`config.mk`:
```
export PLATFORM = sky130hd
export DESIGN_NAME = ex_stage_flat
export DESIGN_NICKNAME = d
export VERILOG_FILES = /design/src/rtl/ex_stage_pkg.sv /design/src/rtl/ex_if.sv /design/src/rtl/alu_decode.sv /design/src/rtl/forwarding_unit.sv /design/src/rtl/ex_stage.sv /design/src/flat_wrapper.sv
export SDC_FILE = /design/constraint.sdc
export NUM_CORES = 2
export LEC_CHECK = 0
export ABC_AREA = 1
export BUFFER_PORTS_ARGS = -buffer_cell sky130_fd_sc_hd__buf_4
export CORE_MARGIN = 1
export CORE_UTILIZATION = 45
export DETAILED_ROUTE_END_ITERATION = 8
export PLACE_DENSITY_LB_ADDON = 0.2
export SLEW_MARGIN = 10
export SYNTH_ARGS = -nofsm -noshare
export SYNTH_HDL_FRONTEND = slang
export SYNTH_SLANG_ARGS = --single-unit
```
`constraint.sdc`:
```
create_clock -name vclk -period 17.2
set_clock_uncertainty 0.15 [all_clocks]
set_input_delay 3.44 -clock vclk [all_inputs]
set_output_delay 3.44 -clock vclk [all_outputs]
set_load 0.005 [all_outputs]
```
`src/rtl/ex_stage_pkg.sv`:
```
// ============================================================================
// Module   : ex_stage_pkg
// Brief    : Shared encodings for the EX stage: funct / ALU-control constants,
//            internal ALU operation codes and forwarding select codes.
// Revision : 1.0 - initial release
// ============================================================================
`default_nettype none

package ex_stage_pkg;

   localparam logic [5:0] FUNCT_SLL  = 6'h00;
   localparam logic [5:0] FUNCT_JR   = 6'h08;
   localparam logic [5:0] FUNCT_MFHI = 6'h10;
   localparam logic [5:0] FUNCT_MFLO = 6'h12;
   localparam logic [5:0] FUNCT_MUL  = 6'h18;
   localparam logic [5:0] FUNCT_DIV  = 6'h1A;
   localparam logic [5:0] FUNCT_ADD  = 6'h20;
   localparam logic [5:0] FUNCT_SUB  = 6'h22;
   localparam logic [5:0] FUNCT_SLT  = 6'h2A;

   localparam logic [2:0] ALUCTRL_R   = 3'b000;
   localparam logic [2:0] ALUCTRL_ADD = 3'b001;
   localparam logic [2:0] ALUCTRL_SUB = 3'b010;
   localparam logic [2:0] ALUCTRL_OR  = 3'b011;
   localparam logic [2:0] ALUCTRL_LUI = 3'b100;

   localparam int LINK_REG = 31;

   typedef enum logic [3:0] {
      ALU_ADD  = 4'd0,
      ALU_SUB  = 4'd1,
      ALU_OR   = 4'd2,
      ALU_SLL  = 4'd3,
      ALU_LUI  = 4'd4,
      ALU_SLT  = 4'd5,
      ALU_MUL  = 4'd6,
      ALU_DIV  = 4'd7,
      ALU_MFHI = 4'd8,
      ALU_MFLO = 4'd9
   } alu_op_t;

   typedef enum logic [1:0] {
      FWD_REG   = 2'b00,
      FWD_MEMWB = 2'b01,
      FWD_EXMEM = 2'b10
   } fwd_sel_t;

endpackage

`default_nettype wire

```
`src/rtl/ex_if.sv`:
```
// ============================================================================
// Module   : ex_if
// Brief    : ID/EX operands, hazard-side pipeline fields and EX results.
//            master = pipeline side driving the stage, slave = the EX stage.
// Revision : 1.0 - initial release
// ============================================================================
`default_nettype none

interface ex_if #(
   parameter int W  = 32,
   parameter int RW = 5
);
   logic [W-1:0]  rs_data;
   logic [W-1:0]  rt_data;
   logic [W-1:0]  imm;
   logic [4:0]    shamt;
   logic [5:0]    funct;
   logic [2:0]    alu_ctrl;
   logic          alu_src;
   logic          reg_dst;
   logic          link;
   logic          no_dest;
   logic [RW-1:0] idex_reg_rs;
   logic [RW-1:0] idex_reg_rt;
   logic [RW-1:0] idex_reg_rd;
   logic          exmem_reg_write;
   logic          exmem_mem_write;
   logic [RW-1:0] exmem_reg_rd;
   logic [RW-1:0] exmem_reg_rt;
   logic [W-1:0]  exmem_alu_out;
   logic          memwb_reg_write;
   logic          memwb_mem_to_reg;
   logic [RW-1:0] memwb_reg_rd;
   logic [W-1:0]  memwb_data;

   logic [W-1:0]  alu_out;
   logic [W-1:0]  store_data;
   logic [RW-1:0] write_reg;
   logic [1:0]    for_a;
   logic [1:0]    for_b;
   logic          for_c;

   modport master (
      output rs_data, rt_data, imm, shamt, funct, alu_ctrl, alu_src, reg_dst,
             link, no_dest, idex_reg_rs, idex_reg_rt, idex_reg_rd,
             exmem_reg_write, exmem_mem_write, exmem_reg_rd, exmem_reg_rt,
             exmem_alu_out, memwb_reg_write, memwb_mem_to_reg, memwb_reg_rd,
             memwb_data,
      input  alu_out, store_data, write_reg, for_a, for_b, for_c
   );

   modport slave (
      input  rs_data, rt_data, imm, shamt, funct, alu_ctrl, alu_src, reg_dst,
             link, no_dest, idex_reg_rs, idex_reg_rt, idex_reg_rd,
             exmem_reg_write, exmem_mem_write, exmem_reg_rd, exmem_reg_rt,
             exmem_alu_out, memwb_reg_write, memwb_mem_to_reg, memwb_reg_rd,
             memwb_data,
      output alu_out, store_data, write_reg, for_a, for_b, for_c
   );

endinterface

`default_nettype wire

```
`src/rtl/alu_decode.sv`:
```
// ============================================================================
// Module   : alu_decode
// Brief    : Maps the main-control opcode class and R-type funct field onto
//            an internal ALU operation; anything unrecognised becomes add.
// Revision : 1.0 - initial release
// ============================================================================
`default_nettype none

module alu_decode
   import ex_stage_pkg::*;
(
   input  logic [2:0] alu_ctrl,
   input  logic [5:0] funct,
   output alu_op_t    alu_op
);

   always_comb begin
      alu_op = ALU_ADD;
      case (alu_ctrl)
         ALUCTRL_R: begin
            case (funct)
               FUNCT_ADD:  alu_op = ALU_ADD;
               FUNCT_JR:   alu_op = ALU_ADD;
               FUNCT_SUB:  alu_op = ALU_SUB;
               FUNCT_SLL:  alu_op = ALU_SLL;
               FUNCT_SLT:  alu_op = ALU_SLT;
               FUNCT_MUL:  alu_op = ALU_MUL;
               FUNCT_DIV:  alu_op = ALU_DIV;
               FUNCT_MFHI: alu_op = ALU_MFHI;
               FUNCT_MFLO: alu_op = ALU_MFLO;
               default:    alu_op = ALU_ADD;
            endcase
         end
         ALUCTRL_ADD: alu_op = ALU_ADD;
         ALUCTRL_SUB: alu_op = ALU_SUB;
         ALUCTRL_OR:  alu_op = ALU_OR;
         ALUCTRL_LUI: alu_op = ALU_LUI;
         default:     alu_op = ALU_ADD;
      endcase
   end

endmodule

`default_nettype wire

```
`src/rtl/forwarding_unit.sv`:
```
// ============================================================================
// Module   : forwarding_unit
// Brief    : EX operand forwarding selects (EX/MEM over MEM/WB) and the
//            MEM-stage store-data forward from a load in MEM/WB.
// Revision : 1.0 - initial release
// ============================================================================
`default_nettype none

module forwarding_unit
   import ex_stage_pkg::*;
#(
   parameter int RW = 5
) (
   input  logic [RW-1:0] idex_reg_rs,
   input  logic [RW-1:0] idex_reg_rt,
   input  logic          exmem_reg_write,
   input  logic          exmem_mem_write,
   input  logic [RW-1:0] exmem_reg_rd,
   input  logic [RW-1:0] exmem_reg_rt,
   input  logic          memwb_reg_write,
   input  logic          memwb_mem_to_reg,
   input  logic [RW-1:0] memwb_reg_rd,
   output fwd_sel_t      for_a,
   output fwd_sel_t      for_b,
   output logic          for_c
);

   logic w_exmem_live;
   logic w_memwb_live;

   // r0 is hard-wired zero, so a pending write to it never forwards
   assign w_exmem_live = exmem_reg_write && (exmem_reg_rd != '0);
   assign w_memwb_live = memwb_reg_write && (memwb_reg_rd != '0);

   always_comb begin
      for_a = FWD_REG;
      if (w_exmem_live && (exmem_reg_rd == idex_reg_rs)) begin
         for_a = FWD_EXMEM;
      end else if (w_memwb_live && (memwb_reg_rd == idex_reg_rs)) begin
         for_a = FWD_MEMWB;
      end
   end

   always_comb begin
      for_b = FWD_REG;
      if (w_exmem_live && (exmem_reg_rd == idex_reg_rt)) begin
         for_b = FWD_EXMEM;
      end else if (w_memwb_live && (memwb_reg_rd == idex_reg_rt)) begin
         for_b = FWD_MEMWB;
      end
   end

   assign for_c = exmem_mem_write && w_memwb_live && memwb_mem_to_reg &&
                  (memwb_reg_rd == exmem_reg_rt);

endmodule

`default_nettype wire

```
`src/rtl/ex_stage.sv`:
```
// ============================================================================
// Module   : ex_stage
// Brief    : MIPS32 EX stage - operand forwarding muxes, ALU decode, ALU and
//            the HI/LO divide registers. Only HI/LO hold state.
// Config   : EX_DIV_EN - when defined, HI/LO and the divider are built;
//            otherwise div/mfhi/mflo return zero and clk/rst are unused.
// Revision : 1.0 - initial release
// ============================================================================
`default_nettype none

module ex_stage
   import ex_stage_pkg::*;
#(
   parameter int W  = 32,
   parameter int RW = 5
) (
   input  logic clk,
   input  logic rst,
   ex_if.slave  bus
);

   localparam logic [RW-1:0] c_link_reg = RW'(LINK_REG);

   fwd_sel_t     w_for_a;
   fwd_sel_t     w_for_b;
   logic         w_for_c;
   alu_op_t      w_alu_op;
   logic [W-1:0] w_op_a;
   logic [W-1:0] w_op_b;
   logic [W-1:0] w_store_data;
   logic [W-1:0] w_alu_out;
   logic [W-1:0] w_hi;
   logic [W-1:0] w_lo;

   forwarding_unit #(.RW(RW)) u_fwd (
      .idex_reg_rs      (bus.idex_reg_rs),
      .idex_reg_rt      (bus.idex_reg_rt),
      .exmem_reg_write  (bus.exmem_reg_write),
      .exmem_mem_write  (bus.exmem_mem_write),
      .exmem_reg_rd     (bus.exmem_reg_rd),
      .exmem_reg_rt     (bus.exmem_reg_rt),
      .memwb_reg_write  (bus.memwb_reg_write),
      .memwb_mem_to_reg (bus.memwb_mem_to_reg),
      .memwb_reg_rd     (bus.memwb_reg_rd),
      .for_a            (w_for_a),
      .for_b            (w_for_b),
      .for_c            (w_for_c)
   );

   alu_decode u_dec (
      .alu_ctrl (bus.alu_ctrl),
      .funct    (bus.funct),
      .alu_op   (w_alu_op)
   );

   always_comb begin
      case (w_for_a)
         FWD_EXMEM: w_op_a = bus.exmem_alu_out;
         FWD_MEMWB: w_op_a = bus.memwb_data;
         default:   w_op_a = bus.rs_data;
      endcase
   end

   always_comb begin
      case (w_for_b)
         FWD_EXMEM: w_store_data = bus.exmem_alu_out;
         FWD_MEMWB: w_store_data = bus.memwb_data;
         default:   w_store_data = bus.rt_data;
      endcase
   end

   assign w_op_b = bus.alu_src ? bus.imm : w_store_data;

`ifdef EX_DIV_EN
   logic [W-1:0] r_hi;
   logic [W-1:0] r_lo;
   logic [W-1:0] w_quot;
   logic [W-1:0] w_rem;
   logic         w_div_fire;

   // Truncating signed divide: remainder carries the dividend's sign
   assign w_quot     = $signed(w_op_a) / $signed(w_op_b);
   assign w_rem      = $signed(w_op_a) % $signed(w_op_b);
   assign w_div_fire = (w_alu_op == ALU_DIV) && (w_op_b != '0);

   always_ff @(posedge clk) begin
      if (rst) begin
         r_hi <= '0;
         r_lo <= '0;
      end else if (w_div_fire) begin
         r_hi <= w_rem;
         r_lo <= w_quot;
      end
   end

   assign w_hi = r_hi;
   assign w_lo = r_lo;
`else
   logic unused_clk_rst;
   assign unused_clk_rst = clk ^ rst;
   assign w_hi = '0;
   assign w_lo = '0;
`endif

   always_comb begin
      w_alu_out = '0;
      case (w_alu_op)
         ALU_ADD:  w_alu_out = w_op_a + w_op_b;
         ALU_SUB:  w_alu_out = w_op_a - w_op_b;
         ALU_OR:   w_alu_out = w_op_a | w_op_b;
         ALU_SLL:  w_alu_out = w_op_b << bus.shamt;
         ALU_LUI:  w_alu_out = {w_op_b[15:0], {(W-16){1'b0}}};
         ALU_SLT:  w_alu_out = {{(W-1){1'b0}}, ($signed(w_op_a) < $signed(w_op_b))};
         // Low W bits of a product are identical for signed and unsigned operands
         ALU_MUL:  w_alu_out = w_op_a * w_op_b;
         ALU_MFHI: w_alu_out = w_hi;
         ALU_MFLO: w_alu_out = w_lo;
         default:  w_alu_out = '0;
      endcase
   end

   assign bus.alu_out    = w_alu_out;
   assign bus.store_data = w_store_data;
   assign bus.for_a      = w_for_a;
   assign bus.for_b      = w_for_b;
   assign bus.for_c      = w_for_c;
   assign bus.write_reg  = bus.no_dest ? (bus.link ? c_link_reg : '0)
                                       : (bus.reg_dst ? bus.idex_reg_rd : bus.idex_reg_rt);

endmodule

`default_nettype wire

```
`src/flat_wrapper.sv`:
```
// flat-port wrapper written by rule: the top's interface ports become plain ports
module ex_stage_flat import ex_stage_pkg::*;
#(
   parameter int W  = 32,
   parameter int RW = 5
)
  (clk, rst, bus_rs_data, bus_rt_data, bus_imm, bus_shamt, bus_funct, bus_alu_ctrl, bus_alu_src, bus_reg_dst, bus_link, bus_no_dest, bus_idex_reg_rs, bus_idex_reg_rt, bus_idex_reg_rd, bus_exmem_reg_write, bus_exmem_mem_write, bus_exmem_reg_rd, bus_exmem_reg_rt, bus_exmem_alu_out, bus_memwb_reg_write, bus_memwb_mem_to_reg, bus_memwb_reg_rd, bus_memwb_data, bus_alu_out, bus_store_data, bus_write_reg, bus_for_a, bus_for_b, bus_for_c);
  ex_if #(.W(W), .RW(RW)) bus_i ();
  input  logic clk;
  input  logic rst;
  input wire logic [$bits(bus_i.rs_data)-1:0] bus_rs_data;
  input wire logic [$bits(bus_i.rt_data)-1:0] bus_rt_data;
  input wire logic [$bits(bus_i.imm)-1:0] bus_imm;
  input wire logic [$bits(bus_i.shamt)-1:0] bus_shamt;
  input wire logic [$bits(bus_i.funct)-1:0] bus_funct;
  input wire logic [$bits(bus_i.alu_ctrl)-1:0] bus_alu_ctrl;
  input wire logic [$bits(bus_i.alu_src)-1:0] bus_alu_src;
  input wire logic [$bits(bus_i.reg_dst)-1:0] bus_reg_dst;
  input wire logic [$bits(bus_i.link)-1:0] bus_link;
  input wire logic [$bits(bus_i.no_dest)-1:0] bus_no_dest;
  input wire logic [$bits(bus_i.idex_reg_rs)-1:0] bus_idex_reg_rs;
  input wire logic [$bits(bus_i.idex_reg_rt)-1:0] bus_idex_reg_rt;
  input wire logic [$bits(bus_i.idex_reg_rd)-1:0] bus_idex_reg_rd;
  input wire logic [$bits(bus_i.exmem_reg_write)-1:0] bus_exmem_reg_write;
  input wire logic [$bits(bus_i.exmem_mem_write)-1:0] bus_exmem_mem_write;
  input wire logic [$bits(bus_i.exmem_reg_rd)-1:0] bus_exmem_reg_rd;
  input wire logic [$bits(bus_i.exmem_reg_rt)-1:0] bus_exmem_reg_rt;
  input wire logic [$bits(bus_i.exmem_alu_out)-1:0] bus_exmem_alu_out;
  input wire logic [$bits(bus_i.memwb_reg_write)-1:0] bus_memwb_reg_write;
  input wire logic [$bits(bus_i.memwb_mem_to_reg)-1:0] bus_memwb_mem_to_reg;
  input wire logic [$bits(bus_i.memwb_reg_rd)-1:0] bus_memwb_reg_rd;
  input wire logic [$bits(bus_i.memwb_data)-1:0] bus_memwb_data;
  output wire logic [$bits(bus_i.alu_out)-1:0] bus_alu_out;
  output wire logic [$bits(bus_i.store_data)-1:0] bus_store_data;
  output wire logic [$bits(bus_i.write_reg)-1:0] bus_write_reg;
  output wire logic [$bits(bus_i.for_a)-1:0] bus_for_a;
  output wire logic [$bits(bus_i.for_b)-1:0] bus_for_b;
  output wire logic [$bits(bus_i.for_c)-1:0] bus_for_c;
  assign bus_i.rs_data = bus_rs_data;
  assign bus_i.rt_data = bus_rt_data;
  assign bus_i.imm = bus_imm;
  assign bus_i.shamt = bus_shamt;
  assign bus_i.funct = bus_funct;
  assign bus_i.alu_ctrl = bus_alu_ctrl;
  assign bus_i.alu_src = bus_alu_src;
  assign bus_i.reg_dst = bus_reg_dst;
  assign bus_i.link = bus_link;
  assign bus_i.no_dest = bus_no_dest;
  assign bus_i.idex_reg_rs = bus_idex_reg_rs;
  assign bus_i.idex_reg_rt = bus_idex_reg_rt;
  assign bus_i.idex_reg_rd = bus_idex_reg_rd;
  assign bus_i.exmem_reg_write = bus_exmem_reg_write;
  assign bus_i.exmem_mem_write = bus_exmem_mem_write;
  assign bus_i.exmem_reg_rd = bus_exmem_reg_rd;
  assign bus_i.exmem_reg_rt = bus_exmem_reg_rt;
  assign bus_i.exmem_alu_out = bus_exmem_alu_out;
  assign bus_i.memwb_reg_write = bus_memwb_reg_write;
  assign bus_i.memwb_mem_to_reg = bus_memwb_mem_to_reg;
  assign bus_i.memwb_reg_rd = bus_memwb_reg_rd;
  assign bus_i.memwb_data = bus_memwb_data;
  assign bus_alu_out = bus_i.alu_out;
  assign bus_store_data = bus_i.store_data;
  assign bus_write_reg = bus_i.write_reg;
  assign bus_for_a = bus_i.for_a;
  assign bus_for_b = bus_i.for_b;
  assign bus_for_c = bus_i.for_c;
  ex_stage #(.W(W), .RW(RW)) u_core (.clk(clk), .rst(rst), .bus(bus_i));
endmodule
```
; ---- Word-level counts from Yosys, hierarchy flattened
; Index checks and enable logic that the tools add are counted.
[word_totals]
out_inout_bits = 74
input_bits = 214
reg_bits = 0
wordCells = 57
[op_classes]
magnitude_cmp = 1
n_mux = 13
reduce_logical = 14
bitwise_logic = 1
n_eq_ne = 24
shifts = 1
n_mul = 1
addsub = 2
[op_table]
columns = operator, n
row1 = 32-bit case mux with 7 select lines, 1
row2 = 32-bit case mux with 2 select lines, 2
row3 = 32-bit adder, 1
row4 = 32-bit < comparator, 1
row5 = 32-bit by 32-bit multiplier with 32-bit output, 1
row6 = 32-bit 2-to-1 mux, 1
row7 = 32-bit OR, 1
row8 = 32-bit by 5-bit left shift with 32-bit output, 1
row9 = 32-bit subtractor, 1
row10 = 4-bit case mux with 7 select lines, 1
row11 = 5-bit == test, 5
row12 = 6-bit by 5-bit == test with 1-bit output (second input constant), 4
row13 = 4-bit case mux with 4 select lines, 1
row14 = 5-bit 2-to-1 mux, 3
row15 = 4-bit by 3-bit == test with 1-bit output (second input constant), 3
row16 = 6-bit == test (second input constant), 2
row17 = 5-bit nonzero test, 2
row18 = 1-bit logical AND, 9
row19 = 4-bit by 2-bit == test with 1-bit output (second input constant), 2
row20 = 3-bit by 2-bit == test with 1-bit output (second input constant), 2
row21 = 6-bit logical NOT, 1
row22 = 2-bit by 1-bit == test with 1-bit output (second input constant), 2
row23 = 2-bit == test (second input constant), 2
row24 = 4-bit by 1-bit == test with 1-bit output (second input constant), 1
row25 = other kinds (5), 7

; ---- Logic depth before layout (Yosys ltp)
[logic_depth]
word_depth = 10
ltp_mapped = 49
depth_no_buf = 47

; ---- Hierarchy
; A second synthesis with hierarchy kept.
[unflattened]
cells_unflattened = 3731
area_unflattened_um2 = 24811.3
[modules_own_cells]
columns = mod, instances, cells_per_inst, area_each_um2, seq_area_each_um2
row1 = ex_stage, 1, 3596, 24189.4, 0.0
row2 = forwarding_unit, 1, 100, 459.2, 0.0
row3 = alu_decode, 1, 35, 162.7, 0.0

; ---- Least setup slack after synthesis
; OpenSTA, ideal clock, no wires.
[synth_timing]
kind = input to output
from = input bus_exmem_reg_rd[2]
to = output bus_alu_out[30]
path_slack_ns = 2.760
t_arrival_ns = 10.850
stages = 35
required_ns = 13.610
n_path_buf = 3
path_cell_list = nor2_1 -> nand3b_2 -> nand2_4 -> inv_2 -> nand3_4 -> buf_2 -> nand3b_1 -> nand3_1 -> nand2_1 -> nand2_1 -> clkbuf_1 -> buf_1 -> nor2_1 -> fa_1 -> inv_1 -> fa_1 -> fa_1 -> fa_1 -> inv_1 -> fa_1 -> fa_1 -> fa_1 -> fa_1 -> ha_1 -> a21oi_1 -> inv_1 -> a21oi_1 -> nor3_1 -> a2111oi_0 -> o211ai_1 -> a21oi_1 -> o21bai_1 -> or2_2 -> nand3_1 -> nand3_1
[synth_via]
elab_chain_len = 9
word_cells_on_any_way = 21
classes_between = 2 x add/sub / 1 x mul / 6 x eq/ne / 1 x shift / 6 x mux / 1 x bitwise / 4 x reduce/logical
[synth_rtl]
columns = item, line
row1 = start: declaration, flat_wrapper.sv:26  ; input wire logic [$bits(bus_i.exmem_reg_rd)-1:0] bus_exmem_reg_rd;
row2 = 5-bit nonzero test, forwarding_unit.sv:32  ; assign w_exmem_live = exmem_reg_write && (exmem_reg_rd != '0);
row3 = 1-bit logical AND, forwarding_unit.sv:32
row4 = 1-bit logical AND, forwarding_unit.sv:46  ; if (w_exmem_live && (exmem_reg_rd == idex_reg_rt)) begin
row5 = 2-bit 2-to-1 mux, forwarding_unit.sv:46
row6 = 2-bit by 1-bit == test with 1-bit output / 2-bit == test (equally long branches), ex_stage.sv:65  ; case (w_for_b)
row7 = 32-bit case mux with 2 select lines, ex_stage.sv:65
row8 = 32-bit 2-to-1 mux, ex_stage.sv:72  ; assign w_op_b = bus.alu_src ? bus.imm : w_store_data;
row9 = "32-bit by 32-bit multiplier with 32-bit output, or another cell as far along", ex_stage.sv:115  ; ALU_MUL: w_alu_out = w_op_a * w_op_b;
row10 = 32-bit case mux with 7 select lines (*), ex_stage.sv:107  ; case (w_alu_op)
row11 = end: declaration, flat_wrapper.sv:33  ; output wire logic [$bits(bus_i.alu_out)-1:0] bus_alu_out;
; Mark *: on every way between the ends. The rest lies on a longest branch, timed or not.

; ---- Worst setup path in the final report
[layout_timing]
from = input bus_idex_reg_rt[3]
to = output bus_alu_out[28]
[layout_via]
elab_chain_len = 9
word_cells_on_any_way = 16
classes_between = 2 x add/sub / 1 x mul / 4 x eq/ne / 1 x shift / 5 x mux / 1 x bitwise / 2 x reduce/logical
[layout_rtl]
columns = item, line
row1 = start: declaration, flat_wrapper.sv:22  ; input wire logic [$bits(bus_i.idex_reg_rt)-1:0] bus_idex_reg_rt;
row2 = 5-bit == test, forwarding_unit.sv:48  ; end else if (w_memwb_live && (memwb_reg_rd == idex_reg_rt)) begin
row3 = 1-bit logical AND, forwarding_unit.sv:48
row4 = 1-bit 2-to-1 mux, forwarding_unit.sv:48
row5 = 2-bit 2-to-1 mux (*), forwarding_unit.sv:46
row6 = 2-bit by 1-bit == test with 1-bit output / 2-bit == test (equally long branches), ex_stage.sv:65
row7 = 32-bit case mux with 2 select lines (*), ex_stage.sv:65
row8 = 32-bit 2-to-1 mux (*), ex_stage.sv:72
row9 = "32-bit by 32-bit multiplier with 32-bit output, or another cell as far along", ex_stage.sv:115
row10 = 32-bit case mux with 7 select lines (*), ex_stage.sv:107
; Marks and branches as above.

==> qor.yml <==
critical_path:
  cp.arrival_ps: 12940
  required_ps: 13610
  slowest_delay_ps: 700
  cp_max_fo: 35
  critPathKind: "in -> out"
  critPathLaunchType: "input port"
  cp-end-kind: "output pin"
  crit_path_top_delay_cell: "inv_1"
  cp_common_cell: "fa_1"
timing:
  rsz0062_at_grt: "false"
  slew_violations: 0
  worstMarginPinSlew_ps: 1130
  setup_slack_ps: 674
  final_hold_viol_count: 0
  hold_ws_ps: 7040
  slew-limit-headroom_pct: 23.1
  period_share_pct: 96.1
  period_needed_ps: 16530
  fmax_ghz: 0.0605
  tns_ps: 0
  setup_viol: 0
hold_path:
  hold_end: "bus_write_reg[1]"
  min_path_cells: 3
  worstHoldPathType: "in -> out"
  hp-start: "bus_no_dest"
floorplanning:
  die-width_um: 236
  die_h_um: 236
  dieArea_sq_um: 55600
  core_area_sq_um: 53900
  rows: 85
  io_pins: 288
  start_util_pct: 45.6
layout:
  final_cell_mix: "nand2_1 (774), inv_1 (721), nor2_1 (453), fa_1 (410), buf_4 (384)"
  areaGrowthSynthToFinish_pct: 12.8
  flops_and_latches: 0
  nets: 4756
  multi_input_area_sq_um: 21100
  clockBufferCount: 0
  drive_above_1_share_pct: 14.0
  final-seq-area_sq_um: 0
  layout_commonest_cell: "nand2_1"
  fillerInstances: 5556
global_route:
  grt_max_degree: 65
  overflow: 0
  grt_pass1_wl_um: 160000
  grt_pass1_vias: 25600
  track_usage_pct: 38.7
  antenna_found_initial: 3
routing:
  first_pass_iters: 6
  wl_per_cell_um: 23.4
  drt_iter0_drc: 2550
  vias: 25900
  wl_um: 108000
  postRouteAntennaNets: 0
  route.detailed.drc: 0
  post_drt_via_cell_ratio: 5.62
run_status:
  status: "complete, no violations"
clock_tree:
  post_cts_buffers: 0
  cts_hold_buffers: 0
  cts_resized: 0
yosys:
  yosys_warnings: 0
  netlist-cell-type-count: 62
  syn_nets: 4508
  synth_area_sq_um: 24600
  syn_avg_cell_area_sq_um: 6.71
  yosysSeqAreaShare_pct: 0
  synthCells: 3666
placement:
  portBuffers: 286
  pre_cts_ws_ps: 827
  dpl.hpwl_um: 89100
  gp_congestion: 1.04
flow_run:
  maxCapViolCount: 0
## per-layer routing
layer	global-route usage, %	routed length [um]
met3	8.95	11400
met4	28.7	10000
met2	60.5	46800
met1	46.7	39600
met5	0	13
## final cells by class
cell class	instances	share of cell area, %
diodes	2	0.0180
multi-input cells	2765	76.1
well taps	696	3.14
repair buffers	384	10.4
inverters	763	10.3
## cell usage after synthesis (15+ instances only)
master,count,area share [%]
nand2_1,774,12
inv_1,722,11
nor2_1,453,6.9
fa_1,410,33
ha_1,218,11
nand3_1,171,3.5
a21oi_1,163,3.3
o21ai_0,133,2.7
clkbuf_1,90,1.4
or2_2,60,1.5
o21ai_1,48,0.98
o22ai_1,33,0.84
xor2_1,30,1.1
nand3b_1,29,0.88
inv_2,27,0.41
nand4_1,27,0.69
o211ai_1,21,0.64
buf_1,19,0.29
nand2_2,17,0.43
buf_2,15,0.31
nor3_1,15,0.31
## worst max-delay path, delay by kind of cell
kind                       cells  cell delay [ps]
adders and majority gates      9             4210
buffers and inverters          9             1510
and+or+nand+nor               13             2010
AOI/OAI and AO/OA              6             1710
## cell families (layout without fill, tap and decap cells)
kind of cell             after synthesis  after routing  synth area share (%)
XOR/XNOR                              41             41                  1.46
adder cells (fa/ha/maj)              628            628                  44.4
other                                  0              2                     0
multiplexers                           1              1                0.0407
AND/OR/NAND/NOR                     1609           1609                  28.4
AO/OA/AOI/OAI                        486            486                  11.4
buffers and inverters                901           1147                  14.2
## worst max path at each step
stage | startpoint | to | slack [ps]
2_1_floorplan | bus_exmem_reg_rd[2] | bus_alu_out[30] | 2760
5_1_grt | bus_idex_reg_rt[3] | bus_alu_out[30] | 290
4_1_cts | bus_idex_reg_rt[2] | bus_alu_out[28] | 790
3_3_place_gp | bus_idex_reg_rt[3] | bus_alu_out[28] | 900
3_5_place_dp | bus_idex_reg_rt[2] | bus_alu_out[28] | 830
6_report | bus_idex_reg_rt[3] | bus_alu_out[28] | 670
## through the flow
stage / utilization, % / cells / cell area, sq um
after global placement: 51.5 / 4608 / 27700
after detailed placement: 51.5 / 4608 / 27700
after global routing: 51.5 / 4609 / 27800
after floorplan: - / 3666 / 24600
final: 51.5 / 4610 / 27800
after CTS: 51.5 / 4608 / 27700
